<file path="src/rtl/vga_score_capture.sv">
// rtl/vga_score_capture.sv - VGA stream receiver: regenerates pixel coordinates from sync edges
// and publishes per-frame match count and bounding box of a target colour.
module vga_score_capture #(
  parameter int H_SYNC_START = 656,
  parameter int V_SYNC_START = 490,
  parameter int H_TOTAL      = 800,
  parameter int V_TOTAL      = 525,
  parameter int H_ACTIVE     = 640,
  parameter int V_ACTIVE     = 480
) (
  input  logic        clk,
  input  logic        reset,
  input  logic        p_tick,
  input  logic        hsync,
  input  logic        vsync,
  input  logic [8:0]  rgb,
  input  logic [8:0]  target,
  output logic        locked,
  output logic        frame_valid,
  output logic        sync_err,
  output logic [18:0] pix_count,
  output logic [9:0]  x_min,
  output logic [9:0]  x_max,
  output logic [9:0]  y_min,
  output logic [9:0]  y_max
);

  localparam logic [9:0]  H_LAST  = 10'(H_TOTAL - 1);
  localparam logic [9:0]  V_LAST  = 10'(V_TOTAL - 1);
  localparam logic [9:0]  H_SYNC  = 10'(H_SYNC_START);
  localparam logic [9:0]  V_SYNC  = 10'(V_SYNC_START);
  localparam logic [9:0]  H_ACT   = 10'(H_ACTIVE);
  localparam logic [9:0]  V_ACT   = 10'(V_ACTIVE);
  localparam logic [18:0] CNT_MAX = '1;
  localparam logic [9:0]  MIN_CLR = 10'h3FF;

  typedef enum logic [1:0] {HUNT, ACQ, LOCK} state_t;

  state_t      state_q, state_d;
  logic        hs_prev_q, hs_prev_d, vs_prev_q, vs_prev_d;
  logic [9:0]  x_q, x_d, y_q, y_d;
  logic [18:0] acc_cnt_q, acc_cnt_d;
  logic [9:0]  acc_xmin_q, acc_xmin_d, acc_xmax_q, acc_xmax_d;
  logic [9:0]  acc_ymin_q, acc_ymin_d, acc_ymax_q, acc_ymax_d;
  logic [18:0] pub_cnt_q, pub_cnt_d;
  logic [9:0]  pub_xmin_q, pub_xmin_d, pub_xmax_q, pub_xmax_d;
  logic [9:0]  pub_ymin_q, pub_ymin_d, pub_ymax_q, pub_ymax_d;
  logic        frame_valid_q, sync_err_q;

  logic        hs_fall, vs_fall, x_wrap, pos_err, pix_hit;
  logic [9:0]  x_pred, y_pred;
  logic        publish, clear_acc, err_pulse;

  // Edge detect and predicted position use the state before this pixel is applied.
  always_comb begin
    hs_fall = p_tick & hs_prev_q & ~hsync;
    vs_fall = p_tick & vs_prev_q & ~vsync;
    x_wrap  = (x_q == H_LAST);
    x_pred  = x_wrap ? 10'd0 : x_q + 10'd1;
    if (x_wrap) y_pred = (y_q == V_LAST) ? 10'd0 : y_q + 10'd1;
    else        y_pred = y_q;
    pos_err = (hs_fall && (x_pred != H_SYNC)) || (vs_fall && (y_pred != V_SYNC));
    pix_hit = p_tick && (x_q < H_ACT) && (y_q < V_ACT) && (rgb == target);
  end

  always_ff @(posedge clk) begin
    if (reset) state_q <= HUNT;
    else       state_q <= state_d;
  end

  always_comb begin
    state_d = state_q;
    case (state_q)
      HUNT:    if (vs_fall) state_d = ACQ;
      ACQ:     if (pos_err) state_d = HUNT; else if (vs_fall) state_d = LOCK;
      LOCK:    if (pos_err) state_d = HUNT;
      default: state_d = HUNT;
    endcase
  end

  always_comb begin
    publish   = (state_q != HUNT) && vs_fall && !pos_err;
    err_pulse = (state_q != HUNT) && pos_err;
    clear_acc = vs_fall && ((state_q == HUNT) || !pos_err);
  end

  always_comb begin
    hs_prev_d = hs_prev_q;
    vs_prev_d = vs_prev_q;
    x_d       = x_q;
    y_d       = y_q;
    if (p_tick) begin
      hs_prev_d = hsync;
      vs_prev_d = vsync;
      x_d       = hs_fall ? H_SYNC : x_pred;
      y_d       = vs_fall ? V_SYNC : y_pred;
    end
  end

  // Clear is applied before the hit so a cleared frame still sees a same-tick pixel.
  always_comb begin
    acc_cnt_d  = clear_acc ? 19'd0   : acc_cnt_q;
    acc_xmin_d = clear_acc ? MIN_CLR : acc_xmin_q;
    acc_xmax_d = clear_acc ? 10'd0   : acc_xmax_q;
    acc_ymin_d = clear_acc ? MIN_CLR : acc_ymin_q;
    acc_ymax_d = clear_acc ? 10'd0   : acc_ymax_q;
    if (pix_hit) begin
      if (acc_cnt_d != CNT_MAX) acc_cnt_d = acc_cnt_d + 19'd1;
      if (x_q < acc_xmin_d) acc_xmin_d = x_q;
      if (x_q > acc_xmax_d) acc_xmax_d = x_q;
      if (y_q < acc_ymin_d) acc_ymin_d = y_q;
      if (y_q > acc_ymax_d) acc_ymax_d = y_q;
    end
  end

  always_comb begin
    pub_cnt_d  = pub_cnt_q;
    pub_xmin_d = pub_xmin_q;
    pub_xmax_d = pub_xmax_q;
    pub_ymin_d = pub_ymin_q;
    pub_ymax_d = pub_ymax_q;
    if (publish) begin
      pub_cnt_d  = acc_cnt_q;
      pub_xmin_d = acc_xmin_q;
      pub_xmax_d = acc_xmax_q;
      pub_ymin_d = acc_ymin_q;
      pub_ymax_d = acc_ymax_q;
    end
  end

  always_ff @(posedge clk) begin
    if (reset) begin
      hs_prev_q     <= 1'b1;
      vs_prev_q     <= 1'b1;
      x_q           <= 10'd0;
      y_q           <= 10'd0;
      acc_cnt_q     <= 19'd0;
      acc_xmin_q    <= MIN_CLR;
      acc_xmax_q    <= 10'd0;
      acc_ymin_q    <= MIN_CLR;
      acc_ymax_q    <= 10'd0;
      pub_cnt_q     <= 19'd0;
      pub_xmin_q    <= 10'd0;
      pub_xmax_q    <= 10'd0;
      pub_ymin_q    <= 10'd0;
      pub_ymax_q    <= 10'd0;
      frame_valid_q <= 1'b0;
      sync_err_q    <= 1'b0;
    end else begin
      hs_prev_q     <= hs_prev_d;
      vs_prev_q     <= vs_prev_d;
      x_q           <= x_d;
      y_q           <= y_d;
      acc_cnt_q     <= acc_cnt_d;
      acc_xmin_q    <= acc_xmin_d;
      acc_xmax_q    <= acc_xmax_d;
      acc_ymin_q    <= acc_ymin_d;
      acc_ymax_q    <= acc_ymax_d;
      pub_cnt_q     <= pub_cnt_d;
      pub_xmin_q    <= pub_xmin_d;
      pub_xmax_q    <= pub_xmax_d;
      pub_ymin_q    <= pub_ymin_d;
      pub_ymax_q    <= pub_ymax_d;
      frame_valid_q <= publish;
      sync_err_q    <= err_pulse;
    end
  end

  assign locked      = (state_q == LOCK);
  assign frame_valid = frame_valid_q;
  assign sync_err    = sync_err_q;
  assign pix_count   = pub_cnt_q;
  assign x_min       = pub_xmin_q;
  assign x_max       = pub_xmax_q;
  assign y_min       = pub_ymin_q;
  assign y_max       = pub_ymax_q;

endmodule

</file>
<file path="config.mk">
export PLATFORM = sky130hd
export DESIGN_NAME = vga_score_capture
export DESIGN_NICKNAME = d
export VERILOG_FILES = /design/src/rtl/vga_score_capture.sv
export SDC_FILE = /design/constraint.sdc
export NUM_CORES = 1
export LEC_CHECK = 0
export BUFFER_PORTS_ARGS = -buffer_cell sky130_fd_sc_hd__buf_2
export CORE_ASPECT_RATIO = 0.9
export CORE_MARGIN = 10
export CORE_UTILIZATION = 60
export DETAILED_ROUTE_END_ITERATION = 7
export GPL_ROUTABILITY_DRIVEN = 1
export PLACE_DENSITY_LB_ADDON = 0.1
export SLEW_MARGIN = 20
export SYNTH_ARGS = -nofsm -noshare
export SYNTH_HDL_FRONTEND = slang
export SYNTH_SLANG_ARGS = --single-unit
</file>
<file path="constraint.sdc">
create_clock -name clk -period 14.4 [get_ports clk]
set_clock_uncertainty 0.05 [all_clocks]
set_input_delay 0.72 -clock clk [delete_from_list [all_inputs] [get_ports clk]]
set_output_delay 0.72 -clock clk [all_outputs]
set_load 0.02 [all_outputs]
</file>
* Word level (Yosys, flattened, before mapping)
Index checks and enable logic that the tools add are counted.
W data, S select, Z words.
** Cells by class
- Equal/unequal tests :: 11
- Magnitude comparators :: 6
- $add $sub $neg :: 3
- Bitwise logic cells :: 6
- Mux-type cells :: 25
- Reduce and logical (&&, ||, !) cells :: 15
** Operator list (number)
- $mux W10 :: 17
- $mux W19 :: 3
- $add A10 B1 Y10 const B :: 2
- $eq A10 B10 Y1 const B :: 2
- $gt A10 B10 Y1 :: 2
- $lt A10 B10 Y1 :: 2
- $add A19 B1 Y19 const B :: 1
- $ne A19 B19 Y1 const B :: 1
- $lt A10 B10 Y1 const B :: 1
- $lt A10 B9 Y1 const B :: 1
- $ne A10 B10 Y1 const B :: 1
- $ne A10 B9 Y1 const B :: 1
- $eq A9 B9 Y1 :: 1
- $logic_and A1 B1 Y1 :: 9
- $mux W2 :: 4
- $pmux W2 S3 :: 1
- $and A1 B1 Y1 :: 4
- $ne A3 B3 Y1 const B :: 1
- $reduce_and A3 Y1 :: 1
- $eq A2 B1 Y1 const B :: 1
- $eq A2 B2 Y1 const B :: 1
- $logic_not A2 Y1 :: 1
- $logic_or A1 B1 Y1 :: 2
- $ne A2 B1 Y1 const B :: 1
- 4 further kinds :: 5
** Storage, ports and cells
- Logic and storage cells :: 83
- Bits in registers :: 144
- Bits of input ports :: 23
- Output and inout port bits :: 62

* Longest topological paths before layout
- Word-level depth :: 13
- Depth in mapped cells :: 22
- Depth with buffers taken out :: 18

* Worst setup path before layout
Ideal clock, no wire load.
- Kind :: register to register
- Start :: register x_q[1]
- End :: register acc_xmin_q[8]
- Period minus slack after synthesis :: 5231 ps
- Cell stages (with the launch flop) :: 20
- Library setup time :: 70 ps
- Data required time :: 14280 ps
- Data arrival time :: 5112 ps
- Path buffers :: 2
- Path slack :: 9169 ps
- Path through :: dfxtp_1 -> ha_1 -> nand4_4 -> or3_1 -> buf_2 -> nor4b_1 -> a311oi_1 -> or4b_1 -> o21ai_2 -> clkbuf_1 -> nor2_1 -> ha_1 -> a21o_1 -> a21o_1 -> a21o_1 -> a2111oi_0 -> o211ai_1 -> o21ai_1 -> nor3_1 -> a21oi_1
** Between the ends
- Word-level cells in the longest chain between the ends :: 12
- Elaborated cells on any way between the ends :: 20
- Those cells by class :: add/sub: 1; order compare: 2; eq/ne: 3; mux: 5; reduce/logical: 9
** Ends and longest elaborated chain
- from (decl) :: line 41 : logic [9:0] x_q, x_d, y_q, y_d;
- from (signal assigned) :: line 135 : x_q <= 10'd0;
- from (signal assigned) :: line 152 : x_q <= x_d;
- $add A10 B1 Y10 / $eq A10 B10 Y1 (equally long branches) :: line 59, 58
- $mux W10 (on tied branches) :: line 59, 60
- $ne A10 B10 Y1 / $ne A10 B9 Y1 (equally long branches) :: line 62 : pos_err = (hs_fall && (x_pred != H_SYNC)) || (vs_fall && (y_pred != V_SYNC));
- $logic_and A1 B1 Y1 :: line 62
- $logic_or A1 B1 Y1 :: line 62
- $logic_not A1 Y1 :: line 84 : clear_acc = vs_fall && ((state_q == HUNT) || !pos_err);
- $logic_or A1 B1 Y1 :: line 84
- $logic_and A1 B1 Y1 :: line 84
- $mux W10 :: line 103 : acc_xmin_d = clear_acc ? MIN_CLR : acc_xmin_q;
- $lt A10 B10 Y1 :: line 109 : if (x_q < acc_xmin_d) acc_xmin_d = x_q;
- $mux W10 :: line 109
- $mux W10 * :: line 107 : if (pix_hit) begin
- to (signal assigned) :: line 155 : acc_xmin_q <= acc_xmin_d;
- to (decl) :: line 43 : logic [9:0] acc_xmin_q, acc_xmin_d, acc_xmax_q, acc_xmax_d;
Every way passes the cells marked *; elsewhere a longest branch is shown, timed or not.
A chain may end at the register's enable or synchronous reset.

* Worst setup path in the final report
- Start :: register x_q[1]
- End :: register acc_xmin_q[5]
Same word-level chain as after synthesis.

==> summary.txt <==
Power
  • Logic pwr share: 5.8%
  • Net Sw Frac: 24.4%
  • Clk pwr share: 50.0%
  • Seq pwr share: 44.2%
  • P_int: 0.701 mW
  • VDD IR max: 0.0877 mV
  • Pwr per Cell Area: 110 nW/um^2
  • LEAKAGE: 3.35 nW
  • Switching power: 0.226 mW

Setup path
  • CP required: 14.72 ns
  • Most frequent CP cell: a21o_1
  • CP Cell Sequence: ha_1 -> nand4_4 -> or3_1 -> or3_1 -> nand2_1 -> or4b_1 -> o21ai_2 -> nor2_1 -> ha_1 -> a21o_1 -> a21o_1 -> a21o_1 -> a2111oi_0 -> o211ai_1 -> o21ai_1 -> nor3_1 -> a21oi_1
  • Register-to-register setup slack: 8.09 ns
  • Worst R2R Start: x_q[1]$_SDFFE_PP0P_
  • Critical path class: flop to flop
  • Critical path endpoint category: flop
  • Buf/Inv on CP: 0
  • FF-to-FF End: acc_xmin_q[5]$_SDFF_PP1_
  • CP max stage delay: 0.69 ns
  • Crit path DAT: 6.63 ns
  • Crit-path slowest cell: o21ai_2
  • Critical path peak fanout: 19
  • CP top delay family: compound AO/OA/AOI/OAI gates
  • R2r worst-path depth: 17
  • CP Launch Type: flop

Synth
  • Synthesized area: 7400 um^2
  • Ys async rst share: 0%
  • Synthesized area per cell: 8.71 um^2
  • Mapped Cells: 850
  • Main synth FF type: dfxtp_1
  • Area leader, netlist: dfxtp_1
  • Syn nets: 915
  • Top cells by area, synth: dfxtp_1, mux2i_1, nor2_1
  • Netlist cell types: 63
  • Synth top area share: 38.9%
  • Sequential area share after synthesis: 38.9%
  • Post-synth EDFFs: 0
  • Commonest cells in the netlist: nor2_1, dfxtp_1, mux2i_1, nand2_1, ha_1
  • Synth warn: 0
  • Most common cell in the netlist: nor2_1
  • FF+latch count, synth: 144

STA
  • Tmin final: 6.31 ns
  • Worst Tran Pin Value: 0.930 ns
  • Setup_tns: 0 ns
  • Final Hold Fails: 0
  • Max Fclk: 158 MHz
  • Max transition margin: 38.0%
  • Final setup viols: 0
  • Max-slew violation count: 0
  • Setup ws final: 8.09 ns
  • Period utilization: 43.8%
  • RSZ-0062 raised after global routing: false

Clock network
  • Root Buffer Master: clkbuf_16
  • Worst-skew pair later-pin latency: 0.44 ns
  • CTS tree: done
  • Register clock-pin slew on the reported worst setup and hold paths: 0.06 ns
  • Cts repair resizes: 0
  • Num CTS Buffers: 17
  • Clock sink total: 144
  • Setup bufs post-CTS: 0
  • # H-tree levels: 4
  • Hold-fix buffers at CTS: 0
  • Max Root-Sink Buffers: 2

Drt
  • Number of vias per cell: 5.96
  • Starting DRT DRC Count: 526
  • # DRC: 0
  • TritonRoute pass-1 iters: 5
  • WL/cell: 17.5 um
  • Total routed wirelength: 18900 um
  • Detail Route Antenna Nets: 0
  • Via count: 6453

Die
  • Ports: 85
  • Chip Width: 137 um
  • Initial core utilization: 61.3%
  • Die height: 125 um
  • Die area: 17200 um^2
  • Row count: 38
  • CORE AREA: 12100 um^2

Global routing
  • Number of global-route vias before repair: 6471
  • First-pass GRT wire length: 31700 um
  • GRT overflow: 0
  • Tot GR Track Use: 22.4%
  • Largest net degree at the start of global routing: 76
  • Initial antenna violation count: 0

Placed design
  • Port Buf Inserts: 84
  • HPWL after detailed placement: 13200 um
  • Final GP Congestion: 0.945
  • Pre-CTS setup slack: 8.23 ns

Outcome
  • Status: finished, final reports clean

Final layout
  • Layout area overhead: 13.8%
  • Nets: 975
  • Share of post-route cells with drive strength above 1: 14.6%
  • Diodes inserted: 0
  • FILL cells: 999

Job
  • Max Cap Viol: 0

Worst hold path
  • Hold Crit Class: flop to flop
  • Hold EP: x_max[0]$_SDFFE_PP0P_
  • Hold_sp: acc_xmax_q[0]$_SDFF_PP0_
  • Hold depth: 2
[cells by family (layout without fill, tap and decap cells)]
logic type | count (synthesis) | count (layout) | synth area share, %
buf+inv | 68 | 141 | 4.68
xor+xnor | 25 | 25 | 2.96
flops | 144 | 144 | 38.9
fa+ha+maj | 42 | 42 | 7.10
simple gates | 352 | 352 | 23.0
compound gates | 146 | 146 | 13.4
mux | 73 | 73 | 9.90
[worst register-to-register path: stages (launching register included)]
cell and delay [ns]:
dfxtp_1 0.49, ha_1 0.35, nand4_4 0.20, or3_1 0.60, or3_1 0.47, nand2_1 0.08
or4b_1 0.52, o21ai_2 0.69, nor2_1 0.13, ha_1 0.35, a21o_1 0.17, a21o_1 0.17
a21o_1 0.17, a2111oi_0 0.67, o211ai_1 0.27, o21ai_1 0.59, nor3_1 0.13, a21oi_1 0.15
[layout make-up]
class	instances	area, um^2	area share (%)
clock buffers	18	439	5.21
clock inverters	14	180	2.14
multi-input cells	638	4180	49.6
inverters	18	67.6	0.802
well taps	160	200	2.37
repair buffers	91	475	5.64
flip-flops and latches	144	2880	34.2
[worst max-delay path by stage]
| stage | start | end | slack, ns | depth (start not counted) |
|---|---|---|---|---|
| CTS | x_q[1]$_SDFFE_PP0P_ | acc_xmin_q[5]$_SDFF_PP1_ | 8.20 | 17 |
| floorplan | x_q[1]$_SDFFE_PP0P_ | acc_xmin_q[8]$_SDFF_PP1_ | 9.17 | 19 |
| detailed placement | x_q[1]$_SDFFE_PP0P_ | acc_xmin_q[5]$_SDFF_PP1_ | 8.23 | 17 |
| finish | x_q[1]$_SDFFE_PP0P_ | acc_xmin_q[5]$_SDFF_PP1_ | 8.09 | 17 |
| global route | x_q[1]$_SDFFE_PP0P_ | acc_xmin_q[2]$_SDFF_PP1_ | 7.51 | 17 |
| global placement | x_q[1]$_SDFFE_PP0P_ | acc_ymin_q[1]$_SDFF_PP1_ | 8.59 | 17 |
[state kept, by name, summed over array words and instances (netlist names)]
register	count
y_max	10
x_q	10
acc_ymax_q	10
x_max	10
sync_err	1
acc_cnt_q	19
acc_ymin_q	10
hs_prev_q	1
acc_xmax_q	10
x_min	10
y_q	10
pix_count	19
frame_valid	1
state_q	2
vs_prev_q	1
acc_xmin_q	10
y_min	10
[metrics by stage]
step / hold WS [ns] / cell area [um^2] / total power [mW] / utilization [%] / instances
2_1_floorplan: 0.405 / 7400 / 0.455 / - / 850
3_3_place_gp: 0.417 / 7810 / 0.470 / 64.7 / 1051
3_5_place_dp: 0.428 / 7810 / 0.471 / 64.7 / 1051
4_1_cts: 0.435 / 8430 / 0.929 / 69.8 / 1083
5_1_grt: 0.463 / 8430 / 0.956 / 69.8 / 1083
6_report: 0.432 / 8430 / 0.927 / 69.8 / 1083
[layout by cell type (no fill, tap or decap), types with 6 or more instances in the layout]
cell         n
a21o_1      10
a21oi_1     41
a32o_1      12
buf_2       83
buf_4        8
clkbuf_16   17
dfxtp_1    144
ha_1        42
inv_1       18
mux2i_1     71
nand2_1     55
nand2b_1     6
nand3_1     20
nand3b_1     6
nand4_1     26
nor2_1     150
nor2b_1     10
nor3_1      32
o21a_1       9
o21ai_0     22
o31ai_1      8
or3_1       10
xnor2_1     18
xor2_1       7
[metal layers]
| layer | share of wire (%) | wire (um) | GRT usage, % | up-vias |
|---|---|---|---|---|
| met2 | 50 | 9510 | 37.9 | 178 |
| met3 | 4.4 | 824 | 4.92 | 41 |
| met4 | 2.2 | 414 | 9.11 | 0 |
| met5 | 0 | 0 | 0 | - |
| li1 | - | - | - | 3165 |
| met1 | 43 | 8190 | 26.6 | 3069 |
[power by group through the flow]
stage	Sequential [mW]	Combinational (mW)	Clock (mW)
2_1_floorplan	0.414	0.0414	0
4_1_cts	0.410	0.0533	0.466
3_3_place_gp	0.418	0.0513	0
5_1_grt	0.410	0.0596	0.486
3_5_place_dp	0.419	0.0528	0
6_report	0.410	0.0537	0.463
Note: power is estimated with default switching activity, not from simulation.
